### src/rtl/router_pkg.sv
// Shared router definitions: port indices, allocator state encoding,
// and the round-robin pointer helper used by the output allocators.
package router_pkg;

    localparam int NUM_PORTS  = 5;
    localparam int PTR_W      = $clog2(NUM_PORTS);

    localparam int PORT_NORTH = 0;
    localparam int PORT_EAST  = 1;
    localparam int PORT_SOUTH = 2;
    localparam int PORT_WEST  = 3;
    localparam int PORT_LOCAL = 4;

    typedef enum logic {
        IDLE,
        LOCKED
    } alloc_state_t;

    // Index one past the set bit of a one-hot owner, wrapping.
    function automatic logic [PTR_W-1:0] next_ptr(
        input logic [NUM_PORTS-1:0] onehot
    );
        logic [PTR_W-1:0] p;
        p = '0;
        for (int i = 0; i < NUM_PORTS; i++) begin
            if (onehot[i]) begin
                p = PTR_W'((i + 1) % NUM_PORTS);
            end
        end
        return p;
    endfunction

endpackage

### src/rtl/rr_arbiter.sv
// Combinational round-robin arbiter: first requester at or after ptr,
// wrapping, returned as a one-hot grant.
import router_pkg::*;

module rr_arbiter #(
    parameter int N     = NUM_PORTS,
    parameter int PTR_W = $clog2(N)
) (
    input  logic [N-1:0]     req,
    input  logic [PTR_W-1:0] ptr,
    output logic [N-1:0]     grant
);

    int   idx;
    logic found;

    always_comb begin
        grant = '0;
        found = 1'b0;
        idx   = 0;
        for (int i = 0; i < N; i++) begin
            idx = (int'(ptr) + i) % N;
            if (!found && req[idx]) begin
                grant[idx] = 1'b1;
                found      = 1'b1;
            end
        end
    end

endmodule

### src/rtl/output_port_alloc.sv
// Per-output-port allocator: round-robin packet-level lock with
// downstream credit gating of flit transfers.
import router_pkg::*;

module output_port_alloc #(
    parameter int BUF_DEPTH = 4,
    parameter int CNT_W     = $clog2(BUF_DEPTH + 1)
) (
    input  logic                 clk_i,
    input  logic                 rst_n_i,
    input  logic [NUM_PORTS-1:0] req_i,
    input  logic [NUM_PORTS-1:0] tail_i,
    input  logic                 credit_return_i,
    output logic [NUM_PORTS-1:0] grant_o,
    output logic                 xfer_o,
    output logic [CNT_W-1:0]     credit_cnt_o,
    output logic                 busy_o,
    output logic                 err_o
);

    localparam logic [CNT_W-1:0] FULL = CNT_W'(BUF_DEPTH);

    alloc_state_t         state_q, state_d;
    logic [NUM_PORTS-1:0] grant_q, grant_d;
    logic [PTR_W-1:0]     ptr_q, ptr_d;
    logic [CNT_W-1:0]     cnt_q;
    logic                 err_q;
    logic [NUM_PORTS-1:0] winner;
    logic                 own_req;
    logic                 own_tail;
    logic                 xfer;

    rr_arbiter #(
        .N     (NUM_PORTS),
        .PTR_W (PTR_W)
    ) u_arb (
        .req   (req_i),
        .ptr   (ptr_q),
        .grant (winner)
    );

    assign own_req  = |(req_i & grant_q);
    assign own_tail = |(tail_i & grant_q);
    assign xfer     = (state_q == LOCKED) && own_req
                      && (cnt_q != '0);

    always_comb begin
        state_d = state_q;
        grant_d = grant_q;
        ptr_d   = ptr_q;
        unique case (state_q)
            IDLE: begin
                if (|req_i) begin
                    grant_d = winner;
                    state_d = LOCKED;
                end
            end
            LOCKED: begin
                if (xfer && own_tail) begin
                    grant_d = '0;
                    ptr_d   = next_ptr(grant_q);
                    state_d = IDLE;
                end
            end
            default: begin
                state_d = IDLE;
                grant_d = '0;
            end
        endcase
    end

    always_ff @(posedge clk_i or negedge rst_n_i) begin
        if (!rst_n_i) begin
            state_q <= IDLE;
            grant_q <= '0;
            ptr_q   <= '0;
        end else begin
            state_q <= state_d;
            grant_q <= grant_d;
            ptr_q   <= ptr_d;
        end
    end

    // Simultaneous xfer and return cancel; a return into a full
    // buffer is a protocol violation and is latched until reset.
    always_ff @(posedge clk_i or negedge rst_n_i) begin
        if (!rst_n_i) begin
            cnt_q <= FULL;
            err_q <= 1'b0;
        end else begin
            unique case (1'b1)
                (xfer && !credit_return_i): begin
                    cnt_q <= cnt_q - 1'b1;
                end
                (!xfer && credit_return_i): begin
                    if (cnt_q == FULL) begin
                        err_q <= 1'b1;
                    end else begin
                        cnt_q <= cnt_q + 1'b1;
                    end
                end
                default: begin
                    cnt_q <= cnt_q;
                end
            endcase
        end
    end

    assign grant_o      = grant_q;
    assign xfer_o       = xfer;
    assign credit_cnt_o = cnt_q;
    assign busy_o       = (state_q == LOCKED);
    assign err_o        = err_q;

endmodule
### config.mk
export PLATFORM = sky130hd
export DESIGN_NAME = output_port_alloc
export DESIGN_NICKNAME = d
export VERILOG_FILES = /design/src/rtl/router_pkg.sv /design/src/rtl/rr_arbiter.sv /design/src/rtl/output_port_alloc.sv
export SDC_FILE = /design/constraint.sdc
export NUM_CORES = 1
export LEC_CHECK = 0
export BUFFER_PORTS_ARGS = -buffer_cell sky130_fd_sc_hd__buf_2
export CAP_MARGIN = 20
export CORE_ASPECT_RATIO = 2
export CORE_MARGIN = 2
export CORE_UTILIZATION = 35
export DETAILED_ROUTE_END_ITERATION = 10
export PLACE_DENSITY = 0.49
export REMOVE_ABC_BUFFERS = 1
export SLEW_MARGIN = 20
export SYNTH_ARGS = -nofsm -noshare
export SYNTH_HDL_FRONTEND = slang
export SYNTH_SLANG_ARGS = --single-unit
### constraint.sdc
create_clock -name clk_i -period 6.18 [get_ports clk_i]
set_input_delay 1.236 -clock clk_i [delete_from_list [all_inputs] [get_ports clk_i]]
set_output_delay 1.236 -clock clk_i [all_outputs]
set_load 0.005 [all_outputs]
==> results.cfg <==
[run_status]
outcome = complete, no violations

[timing]
rsz0062_at_grt = false
tightestPinTransition_ns = 0.856
slew_viol_final = 0
timing.final.crit_period_ns = 4.97
fmax_ghz = 0.201
relSlewSlack_pct = 41.5
fin_crit_sh_pct = 80.5
setup_viol = 0
clock_skew_ns = 0.00300
hold_viol_final = 0
finalSetupTns_ns = 0

[synthesis]
yosys_warnings = 0
synth_top_area_cell = ha_1
synth.most_common_cell = nor2_1
synth.yosys.seq_area_share_pct = 11.2
ys_seq_elements = 13
synth_cell_types = 75
synth_edf_count = 0
synth-main-ff-cell = dfrtp_1
synthCells = 408
synth_area_um2 = 2910
async_flop_share_pct = 100
synth.top_cell.area_share_pct = 11.2
synth.cells.most_frequent = nor2_1, nand2_1, a21oi_1, ha_1, o21ai_0
netlist_top_cells_area = ha_1, dfrtp_1, nor2_1, nand2_1, a21oi_1
syn_area_per_cell_um2 = 7.12

[clock_network]
clock_path_buffers = 2
cts-root-buf = clkbuf_16
ctsHtreeMaxLevel = 1
clk_latency_ns = 0.25
cts_resized = 0
hold_buffers = 0
clk_pin_slew_ns = 0.05
cts_buffers = 3
clock-sinks = 13
post_cts_buffers = 0
cts_tree = yes

[die]
die_area_um2 = 9090
rows = 47
start_util_pct = 35.6
ios = 24
coreArea_um2 = 8170
die_y_um = 133
die_w_um = 68.4

[routing]
routed_wl_mm = 10.1
drtAntennaViolNets = 0
vias = 3237
routedWlPerCell_um = 19.7
drcViolationCount = 0
drt_iter0_markers = 152
dr.pass1.iters = 4
vias_per_cell = 6.30

[global_routing]
grt.total_usage_pct = 22.1
grt_start_max_net_pins = 50
grtUsageMet1_pct = 21.5
grt.overflow.total = 0
grt_pass1_vias = 2986
met2_usage_pct = 42.8
grt_pass1_wl_mm = 15.1
antenna_found_initial = 0
use_met3_pct = 1.02
grt_busiest_layer = met2

[cells_and_area]
area_growth_syn_to_layout_pct = 8.78
diodes = 0
layout.nets = 457
utilization_pct = 38.7
drive_above_1_share_pct = 13.9

[setup_path]
start_kind = flip-flop
cp.arrival_ns = 5.08
end_kind = flip-flop
critPathKind = reg -> reg
worstPathMaxFanout = 19
critPathRequiredTime_ns = 6.29

[hold_path]
hold_path_class = reg -> reg

[placed_design]
hpwl_mm = 8.06
gp_congestion = 0.898
placement.io_buffers = 23

[job]
max-cap-violations = 0
[final cells by class]
| type | count | area [um2] |
|---|---|---|
| clock buffers | 3 | 75.1 |
| clock inverters | 1 | 5.00 |
| fillers | 869 | 5010 |
| inverters | 23 | 86.3 |
| multi-input cells | 348 | 2390 |
| flip-flops and latches | 13 | 327 |
| well taps | 98 | 123 |
| repair buffers | 28 | 153 |
[critical path: stages, from the launching register on]
cell	delay (ns)
dfrtp_1	0.66
ha_1	0.55
a21oi_1	0.74
inv_1	0.34
ha_1	0.42
nor2b_1	0.20
o2111ai_1	0.14
and3_1	0.30
mux2_2	0.31
and4_1	0.23
nor2_1	0.22
nor4b_1	0.09
o41ai_1	0.47
o211ai_1	0.15
[stage by stage]
| step | hold slack (ns) | cells | setup slack, ns | instance area [um2] |
|---|---|---|---|---|
| 2_1_floorplan | 0.466 | 384 | 0.407 | 2810 |
| 3_3_place_gp | 0.499 | 510 | 1.28 | 3080 |
| 3_5_place_dp | 0.489 | 510 | 1.29 | 3080 |
| 4_1_cts | 0.499 | 514 | 1.27 | 3160 |
| 5_1_grt | 0.522 | 514 | 0.896 | 3160 |
| 6_report | 0.480 | 514 | 1.21 | 3160 |
[cells by family after synthesis]
logic type / Yosys count / share of synthesized area, %
AND/OR/NAND/NOR: 168 / 29.4
AO/OA/AOI/OAI: 128 / 31.2
buffers and inverters: 47 / 6.41
adder cells (fa/ha/maj): 27 / 11.9
multiplexers: 14 / 6.33
flip-flops: 13 / 11.2
XOR/XNOR: 11 / 3.57
[per-layer routing]
| layer | part of all wire [%] | routed length [um] | vias to the layer above |
|---|---|---|---|
| met3 | 3.8 | 389 | 32 |
| met1 | 36 | 3600 | 1539 |
| met2 | 55 | 5600 | 111 |
| met4 | 5.4 | 548 | 0 |
| li1 | - | - | 1555 |
| met5 | 0 | 0 | - |
[flip-flops by register name, summed over array words and instances (netlist names)]
name,cells
busy_o,1
credit_cnt_o,3
ptr_q,3
grant_o,5
err_o,1
[placed cells by master, fill, tap and decap left out, types with 8 or more instances in the layout]
cell | netlist | layout
a21oi_1 | 29 | 29
a31oi_1 | 8 | 8
buf_2 | 8 | 23
dfrtp_1 | 12 | 12
ha_1 | 26 | 26
inv_1 | 20 | 20
nand2_1 | 39 | 39
nand3_1 | 13 | 13
nor2_1 | 42 | 42
nor3_1 | 20 | 20
o211ai_1 | 8 | 8
o21ai_0 | 22 | 22
xnor2_1 | 10 | 10
[path summary, 6_finish.rpt]
path | from | endpoint | slack [ns] | depth (start not counted)
max | ptr_q[2] | grant_o[1] | 1.21 | 13
min | err_o | err_o | 0.48 | 1
max reg2reg | ptr_q[2] | grant_o[1] | 1.21 | 13
min reg2reg | err_o | err_o | 0.48 | 1
max in group asynchronous | rst_n_i | credit_cnt_o[2] | 5.01 | 1
min in group asynchronous | rst_n_i | ptr_q[2] | 0.87 | 1
Power is left out: the tool's default activity adds up to more than one toggle a clock period on the data nets, which glitch-free logic cannot reach.
